**config.mk**
```make
export PLATFORM = sky130hd
export DESIGN_NAME = gate_bist_ctrl_flat
export DESIGN_NICKNAME = d
export VERILOG_FILES = /design/src/rtl/gate_bist_pkg.sv /design/src/rtl/gate_bist_if.sv /design/src/rtl/gate_bist_cmp.sv /design/src/rtl/gate_bist_ctrl.sv /design/src/flat_wrapper.sv
export SDC_FILE = /design/constraint.sdc
export NUM_CORES = 1
export LEC_CHECK = 0
export CAP_MARGIN = 30
export CORE_MARGIN = 10
export CORE_UTILIZATION = 51
export CTS_CLUSTER_SIZE = 10
export DETAILED_ROUTE_END_ITERATION = 10
export PLACE_DENSITY = 0.84
export SETUP_SLACK_MARGIN = 0.02
export SYNTH_ARGS = -nofsm -noshare
export SYNTH_HDL_FRONTEND = slang
export SYNTH_SLANG_ARGS = --single-unit
export TNS_END_PERCENT = 100
```
**constraint.sdc**
```tcl
create_clock -name clk -period 4.1 [get_ports clk]
set_input_delay 0.82 -clock clk [delete_from_list [all_inputs] [get_ports clk]]
set_output_delay 0.82 -clock clk [all_outputs]
set_load 0.01 [all_outputs]
```
**src/rtl/gate_bist_pkg.sv**
```systemverilog
// Shared definitions for the gate-array self-test sequencer: FSM state codes,
// observation bit positions and the expected truth table.
package gate_bist_pkg;

  localparam logic [1:0] IDLE  = 2'd0;
  localparam logic [1:0] APPLY = 2'd1;
  localparam logic [1:0] CHECK = 2'd2;
  localparam logic [1:0] DONE  = 2'd3;

  // Bit positions of each gate output inside obs
  localparam int unsigned AND_B  = 6;
  localparam int unsigned OR_B   = 5;
  localparam int unsigned NOR_B  = 4;
  localparam int unsigned NOT_B  = 3;
  localparam int unsigned NAND_B = 2;
  localparam int unsigned XOR_B  = 1;
  localparam int unsigned XNOR_B = 0;

  // Expected obs per vector index {a,b}; EXP[0] is the a=0,b=0 row
  localparam logic [3:0][6:0] EXP = {7'h61, 7'h26, 7'h2E, 7'h1D};

endpackage

```
**src/rtl/gate_bist_if.sv**
```systemverilog
// Stimulus/result bundle between board control, the gate array and the
// self-test sequencer. The sequencer takes the slave view.
interface gate_bist_if #(
  parameter int unsigned ERRCNT_W = 8
);
  logic                start;
  logic [6:0]          obs;
  logic                drv_a;
  logic                drv_b;
  logic                busy;
  logic                done;
  logic                pass;
  logic [1:0]          fail_idx;
  logic [6:0]          err_mask;
  logic [ERRCNT_W-1:0] err_count;

  modport master (
    output start, obs,
    input  drv_a, drv_b, busy, done, pass, fail_idx, err_mask, err_count
  );

  modport slave (
    input  start, obs,
    output drv_a, drv_b, busy, done, pass, fail_idx, err_mask, err_count
  );
endinterface

```
**src/rtl/gate_bist_cmp.sv**
```systemverilog
// Per-gate comparator: flags every obs bit that differs from the truth-table
// row selected by idx.
module gate_bist_cmp
  import gate_bist_pkg::*;
(
  input  logic [1:0] idx,
  input  logic [6:0] obs,
  output logic [6:0] mism
);

  logic [6:0] exp_v;

  assign exp_v = EXP[idx];

  assign mism[AND_B]  = obs[AND_B]  ^ exp_v[AND_B];
  assign mism[OR_B]   = obs[OR_B]   ^ exp_v[OR_B];
  assign mism[NOR_B]  = obs[NOR_B]  ^ exp_v[NOR_B];
  assign mism[NOT_B]  = obs[NOT_B]  ^ exp_v[NOT_B];
  assign mism[NAND_B] = obs[NAND_B] ^ exp_v[NAND_B];
  assign mism[XOR_B]  = obs[XOR_B]  ^ exp_v[XOR_B];
  assign mism[XNOR_B] = obs[XNOR_B] ^ exp_v[XNOR_B];

endmodule

```
**src/rtl/gate_bist_ctrl.sv**
```systemverilog
// Self-test sequencer for the two-input gate array. Steps a,b through all four
// vectors, holds each for SETTLE_CYCLES, then checks the seven gate outputs.
// Optional feature macro: GATE_BIST_ERRCNT_EN (cumulative saturating mismatch
// counter on err_count; tied to zero when undefined).
module gate_bist_ctrl
  import gate_bist_pkg::*;
#(
  parameter int unsigned SETTLE_CYCLES = 2,
  parameter bit          STOP_ON_FAIL  = 1'b0,
  parameter int unsigned ERRCNT_W      = 8
) (
  input logic        clk,
  input logic        rst,
  gate_bist_if.slave bus
);

  localparam int unsigned CNT_W = $clog2(SETTLE_CYCLES + 1);

  logic [1:0]       state;
  logic [1:0]       idx;
  logic [1:0]       idx_nxt;
  logic [CNT_W-1:0] settle;
  logic [6:0]       mism;
  logic [6:0]       mask_nxt;
  logic             last;

  gate_bist_cmp u_cmp (
    .idx  (idx),
    .obs  (bus.obs),
    .mism (mism)
  );

  assign idx_nxt  = idx + 2'd1;
  assign mask_nxt = bus.err_mask | mism;
  assign last     = (idx == 2'd3) || (STOP_ON_FAIL && (mism != '0));

  // Sequencer FSM and all registered outputs; busy/done/pass/drv are set on
  // the transition edge so they line up with the state they describe
  always_ff @(posedge clk or posedge rst) begin
    if (rst) begin
      state        <= IDLE;
      idx          <= '0;
      settle       <= '0;
      bus.drv_a    <= 1'b0;
      bus.drv_b    <= 1'b0;
      bus.busy     <= 1'b0;
      bus.done     <= 1'b0;
      bus.pass     <= 1'b0;
      bus.fail_idx <= '0;
      bus.err_mask <= '0;
    end else begin
      bus.done <= 1'b0;
      case (state)
        IDLE: begin
          if (bus.start) begin
            state        <= APPLY;
            idx          <= '0;
            settle       <= CNT_W'(SETTLE_CYCLES);
            bus.drv_a    <= 1'b0;
            bus.drv_b    <= 1'b0;
            bus.busy     <= 1'b1;
            bus.pass     <= 1'b0;
            bus.fail_idx <= '0;
            bus.err_mask <= '0;
          end
        end
        APPLY: begin
          if (settle == CNT_W'(1)) begin
            state <= CHECK;
          end else begin
            settle <= settle - 1'b1;
          end
        end
        CHECK: begin
          bus.err_mask <= mask_nxt;
          // An all-zero mask before this update means no earlier vector failed
          if ((mism != '0) && (bus.err_mask == '0)) begin
            bus.fail_idx <= idx;
          end
          if (last) begin
            state     <= DONE;
            bus.done  <= 1'b1;
            bus.pass  <= (mask_nxt == '0);
            bus.drv_a <= 1'b0;
            bus.drv_b <= 1'b0;
          end else begin
            state     <= APPLY;
            idx       <= idx_nxt;
            settle    <= CNT_W'(SETTLE_CYCLES);
            bus.drv_a <= idx_nxt[1];
            bus.drv_b <= idx_nxt[0];
          end
        end
        DONE: begin
          state    <= IDLE;
          bus.busy <= 1'b0;
        end
        default: begin
          state <= IDLE;
        end
      endcase
    end
  end

`ifdef GATE_BIST_ERRCNT_EN
  logic [ERRCNT_W-1:0] err_count_q;

  // Cumulative mismatching-vector counter; survives start, saturates at all-ones
  always_ff @(posedge clk or posedge rst) begin
    if (rst) begin
      err_count_q <= '0;
    end else if ((state == CHECK) && (mism != '0) && (err_count_q != '1)) begin
      err_count_q <= err_count_q + 1'b1;
    end
  end

  assign bus.err_count = err_count_q;
`else
  assign bus.err_count = ERRCNT_W'(0);
`endif

endmodule

```
**src/flat_wrapper.sv**
```systemverilog
// flat-port wrapper written by rule: the top's interface ports become plain ports
module gate_bist_ctrl_flat import gate_bist_pkg::*;
#(
  parameter int unsigned SETTLE_CYCLES = 2,
  parameter bit          STOP_ON_FAIL  = 1'b0,
  parameter int unsigned ERRCNT_W      = 8
)
  (clk, rst, bus_start, bus_obs, bus_drv_a, bus_drv_b, bus_busy, bus_done, bus_pass, bus_fail_idx, bus_err_mask, bus_err_count);
  gate_bist_if #(.ERRCNT_W(ERRCNT_W)) bus_i ();
  input logic clk;
  input logic rst;
  input wire logic [$bits(bus_i.start)-1:0] bus_start;
  input wire logic [$bits(bus_i.obs)-1:0] bus_obs;
  output wire logic [$bits(bus_i.drv_a)-1:0] bus_drv_a;
  output wire logic [$bits(bus_i.drv_b)-1:0] bus_drv_b;
  output wire logic [$bits(bus_i.busy)-1:0] bus_busy;
  output wire logic [$bits(bus_i.done)-1:0] bus_done;
  output wire logic [$bits(bus_i.pass)-1:0] bus_pass;
  output wire logic [$bits(bus_i.fail_idx)-1:0] bus_fail_idx;
  output wire logic [$bits(bus_i.err_mask)-1:0] bus_err_mask;
  output wire logic [$bits(bus_i.err_count)-1:0] bus_err_count;
  assign bus_i.start = bus_start;
  assign bus_i.obs = bus_obs;
  assign bus_drv_a = bus_i.drv_a;
  assign bus_drv_b = bus_i.drv_b;
  assign bus_busy = bus_i.busy;
  assign bus_done = bus_i.done;
  assign bus_pass = bus_i.pass;
  assign bus_fail_idx = bus_i.fail_idx;
  assign bus_err_mask = bus_i.err_mask;
  assign bus_err_count = bus_i.err_count;
  gate_bist_ctrl #(.SETTLE_CYCLES(SETTLE_CYCLES), .STOP_ON_FAIL(STOP_ON_FAIL), .ERRCNT_W(ERRCNT_W)) u_core (.clk(clk), .rst(rst), .bus(bus_i));
endmodule
```
# == Word-level counts from Yosys, hierarchy flattened ==
# Cells that the tools add are included.
# word_totals
ff_bits,20
latchBits,0
mem_bits_rw,0
mem_bits_ro,0
input_bits,10
out_inout_bits,22
word_cells,75
n_memories,0
# classes
addsub,2
n_mul,0
div,0
n_lt_le_gt_ge,1
eq_ne,11
n_shift,0
muxes,28
bitwise_logic,8
reduce_logical,15
# op_table
op,n
$mux W2,9
$bmux W7 S2,1
$logic_not A7 Y1,2
$mux W7,2
$pmux W7 S2,1
$reduce_and A3 Y1,3
$pmux W1 S2,4
$pmux W2 S2,2
$pmux W2 S4,1
$mux W1,7
$or A7 B7 Y7,1
$reduce_bool A7 Y1,1
$xor A1 B1 Y1,7
$eq A2 B2 Y1 const B,3
$ne A2 B1 Y1 const B,3
$ne A2 B2 Y1 const B,3
$pmux W2 S3,1
$reduce_and A2 Y1,3
$eq A2 B1 Y1 const B,2
$reduce_and A4 Y1,1
$reduce_bool A2 Y1,2
$lt A2 B3 Y1 const B,1
$reduce_bool A3 Y1,1
$add A2 B1 Y2 const B,1
3 further kinds,3

# == Logic depth before layout (Yosys ltp) ==
# depth
word_depth,7
ltp_mapped,7
depth_no_buf,7

# == By module ==
# A second synthesis with hierarchy kept.
# unflattened
hier_cells,116
area_unflattened_um2,1131.1
# by_module_without_submodules
module,n_inst,cells_per_inst,area_each_um2,seq_area_each_um2
gate_bist_ctrl,1,103,1012.2,500.5
gate_bist_cmp,1,13,118.9,0.0

# == Least setup slack after synthesis ==
# Ideal clock, no wire load.
# synth_path
kind,register -> register
startpoint,register u_core.idx[0]
endpoint,register u_core.bus.fail_idx[0]
setup_time_ns,0.135
t_arrival_ns,1.580
required_time_ns,3.965
path_slack_ns,2.386
path_stages_with_launch,8
path_buffers,0
period_less_slack_ns,1.714
cell_sequence,dfrtp_1 -> inv_1 -> ha_1 -> and2b_1 -> mux2i_1 -> o31ai_4 -> o211ai_1 -> o31ai_1
# synth_via
elab_chain_len,7
elab_cells_between_ends,15
cone_classes,1 x eq/ne; 4 x mux; 7 x bitwise; 3 x reduce/logical
# synth_lines
item,line,text
from (decl),gate_bist_ctrl.sv:20,logic [1:0] idx;
from (signal assigned),gate_bist_ctrl.sv:88,idx <= idx_nxt;
$bmux W7 S2,gate_bist_cmp.sv:13,assign exp_v = EXP[idx];
$mux W7 (not written as such),gate_bist_cmp.sv:13,
$xor A1 B1 Y1 (tied with other cells),gate_bist_cmp.sv:21,assign mism[XNOR_B] = obs[XNOR_B] ^ exp_v[XNOR_B];
$reduce_bool A7 Y1,gate_bist_ctrl.sv:77,if ((mism != '0) && (bus.err_mask == '0)) begin
$logic_and A1 B1 Y1,gate_bist_ctrl.sv:77,
$ne A2 B1 Y1 (no line),n/a,
$reduce_and A3 Y1 (no line),n/a,
to (signal assigned),gate_bist_ctrl.sv:78,bus.fail_idx <= idx;
to (decl),gate_bist_if.sv:24,"output drv_a, drv_b, busy, done, pass, fail_idx, err_mask, err_count"
# Several ways; a longest one is shown, not always the timed one. The select of a mux whose other input is x is not followed.
# A chain may end at the register's enable or synchronous reset.

# == Worst setup path in the final report ==
# layout_path
startpoint,register u_core.bus.err_mask[5]
endpoint,output port bus_err_mask[5]
# layout_lines
item,line,text
from (decl),gate_bist_if.sv:24,
from (signal assigned),gate_bist_ctrl.sv:75,bus.err_mask <= mask_nxt;
to (decl),flat_wrapper.sv:20,output wire logic [$bits(bus_i.err_mask)-1:0] bus_err_mask;
# No word-level cell between the ends.

==> results.py <==
metrics = {
    "drt": {
        "drcViolationCount": 0,
        "drt_iter0_drc": 24,
        "vias_per_cell": 5.04,
        "wirelength_mm": 2.61,
        "drtPass1Iterations": 4,
        "wl_per_cell_um": 15.0,
        "route.vias.total": 877,
        "postRouteAntennaNets": 0,
    },
    "clock_tree": {
        "clock-root-buffer": "clkbuf_4",
        "cts_tree": "yes",
        "cts-htree-levels": 1,
        "postCtsHoldBufs": 0,
        "cts.sinks": 20,
        "cts_max_path_buffers": 2,
        "cts-buffers-inserted": 3,
        "worstSkewPairLatency_ns": 0.30,
        "path_clk_slew_ns": 0.12,
        "postCtsSetupBuffers": 0,
        "cts_resized": 0,
    },
    "synth": {
        "synth_area_um2": 1170,
        "syn_inst": 125,
        "yosysWarnings": 0,
        "ys_seq_area_frac": 0.427,
        "synth_most_common_cell": "nand2_1",
        "synthDistinctLibCells": 36,
        "synthTopCellsByArea": "dfrtp_1 (43%), nand2_1 (6.7%), ha_1 (5.3%)",
        "avgSynthCellArea_um2": 9.38,
        "yosysTopAreaCell": "dfrtp_1",
        "synth_top_area_share": 0.427,
        "ys_async_sr_fraction": 1.00,
        "ys.flop_type": "dfrtp_1",
        "ys_ff_latch": 20,
        "synth_edf_count": 0,
        "netlist_top_cells_count": "nand2_1 (21), dfrtp_1 (20), o21ai_0 (11)",
    },
    "global_route": {
        "grt_max_degree": 21,
        "first_global_vias": 893,
        "track_usage": 0.116,
        "antenna_found_initial": 0,
        "grt_pass1_wl_mm": 4.16,
        "grt-ovfl-total": 0,
    },
    "sta": {
        "fin_skew_ns": 0.00819,
        "setup_viol": 0,
        "fmax_mhz": 477,
        "setup_tns_ns": 0,
        "hold_ws_ns": 0.524,
        "worst_pin_slew_ns": 0.761,
        "slew_viol_final": 0,
        "finalHoldViolCount": 0,
        "fin_crit_ns": 2.10,
        "rsz0062_at_grt": "no",
        "period_share": 0.511,
        "fin_ws_ns": 2.00,
        "maxSlewHeadroom": 0.492,
    },
    "die": {
        "core_area_um2": 2190,
        "die_w_um": 67.9,
        "row_count": 17,
        "die_area_um2": 4620,
        "ioPinCount": 32,
        "start_util": 0.535,
        "die_h_um": 67.9,
    },
    "hold_path": {
        "min_path_type": "reg -> reg",
    },
    "critical_path": {
        "criticalPathCategory": "reg -> out",
        "path_delay_family": "buffers and inverters",
        "endpoint_kind": "output pin",
        "endpoint": "bus_err_mask[5]",
        "worstRegToRegCells": 7,
        "crit_chain": "clkdlybuf4s50_1",
        "required_ns": 3.28,
        "r2r_end": "u_core.bus.fail_idx[1]",
        "startpoint_type": "register",
        "crit_path_max_incr_delay_ns": 0.56,
        "critPathMaxFanout": 4,
        "crit_cells": 1,
        "rr_startpoint": "u_core.idx[0]",
        "reg2reg_setup_slack_ns": 2.03,
        "crit_arrival_ns": 1.28,
        "cpMaxStageDelayCell": "clkdlybuf4s50_1",
        "startpoint": "u_core.bus.err_mask[5]",
        "path_buf_inv": 1,
    },
    "pwr": {
        "power_frac_comb": 0.411,
        "intPower_uw": 532,
        "leakage_uw": 0.000680,
        "power.switching_uw": 333,
        "power-per-cell-area_nw_per_um2": 606,
        "p_clk_frac": 0.187,
        "p_seq_frac": 0.402,
        "peakVddDrop_mv": 0.371,
        "switching_share": 0.385,
    },
    "placement": {
        "portBuffers": 23,
        "hpwlAfterDp_mm": 1.95,
        "dp_slack_ns": 1.76,
        "gp_congestion": 0.853,
    },
    "cells_and_area": {
        "drive_gt1_frac": 0.0890,
        "num-nets-final": 162,
        "area_growth_pct": 21.9,
        "diodes": 0,
        "final.fill_count": 173,
    },
    "run_status": {
        "outcome": "complete, no violations",
    },
    "job": {
        "cap_violations": 0,
    },
}
-- logic make-up after synthesis --
family,Yosys count,synth area share
and+or+nand+nor,44,0.175
AOI/OAI and AO/OA,26,0.174
DFF,20,0.427
buffers and inverters,20,0.0971
xor gates and xnor gates,6,0.0448
adders and majority gates,5,0.0534
muxes,3,0.0256
other,1,0.00320
-- cell usage in the layout (no fill, tap or decap) --
master and count:
xor2_1 3, conb_1 8, clkdlybuf4s50_1 23, a211oi_2 1, o21bai_1 1, nand2b_1 1, a21oi_1 1, a22o_2 1
nand3_2 1, and2b_1 1, and3_1 1, or2_2 1, nor2b_1 2, nand2_1 21, ha_1 5, xnor2_1 3
o31ai_1 1, a21o_1 1, o22a_1 1, dfrtp_1 20, o21bai_4 1, mux2i_1 3, o21ai_0 11, bufinv_16 1
nor2b_2 1, inv_1 7, a22o_1 3, o31ai_4 1, a31o_2 1, nor3_1 4, o211ai_1 2, clkbuf_4 3
nor2_1 9, and2_4 1, nor4_1 1
-- worst min path at each step --
stage,start,end,slack [ns],cells past startpoint
3_3_place_gp,u_core.settle[0],u_core.settle[0],0.47,1
4_1_cts,u_core.settle[1],u_core.settle[1],0.53,1
5_1_grt,u_core.settle[0],u_core.settle[0],0.54,1
2_1_floorplan,u_core.settle[0],u_core.settle[0],0.46,1
6_report,u_core.settle[0],u_core.settle[0],0.52,1
3_5_place_dp,u_core.bus.drv_a,u_core.bus.drv_a,0.48,1
-- per-layer routing --
metal,routed length [um],global-route usage,part of all wire
met1,1120,0.140,0.43
met2,1300,0.190,0.50
met3,140,0.0228,0.054
met4,50,0.0603,0.019
met5,0,0,0
-- registers in the layout, summed over array words and instances (netlist names), 2 cells and up --
register and flops:
u_core.idx 2, u_core.bus.err_mask 7, u_core.state 2, u_core.settle 2, u_core.bus.fail_idx 2
-- power by group through the flow --
stage / clock network [uW] / logic, uW / registers [uW]
floorplan: 0 / 263 / 318
global placement: 0 / 338 / 344
detailed placement: 0 / 354 / 348
CTS: 163 / 359 / 344
global route: 174 / 393 / 358
finish: 162 / 356 / 348
-- stage by stage --
| step | utilization | total power [uW] | area [um2] | cells |
|---|---|---|---|---|
| finish | 0.652 | 866 | 1430 | 174 |
| global route | 0.652 | 925 | 1430 | 174 |
| CTS | 0.652 | 866 | 1430 | 174 |
| detailed placement | 0.628 | 702 | 1380 | 170 |
| global placement | 0.628 | 682 | 1380 | 170 |
| floorplan | - | 581 | 1200 | 132 |
-- final cells by class --
type | count | area, um2 | area share
Multi-Input combinational cell | 92 | 584 | 0.409
Sequential cell | 20 | 500 | 0.350
Timing Repair Buffer | 23 | 230 | 0.161
Tap cell | 28 | 35.0 | 0.0245
Clock inverter | 1 | 30.0 | 0.0210
Inverter | 7 | 26.3 | 0.0184
Clock buffer | 3 | 22.5 | 0.0158
Power figures use the tool's default switching activity.
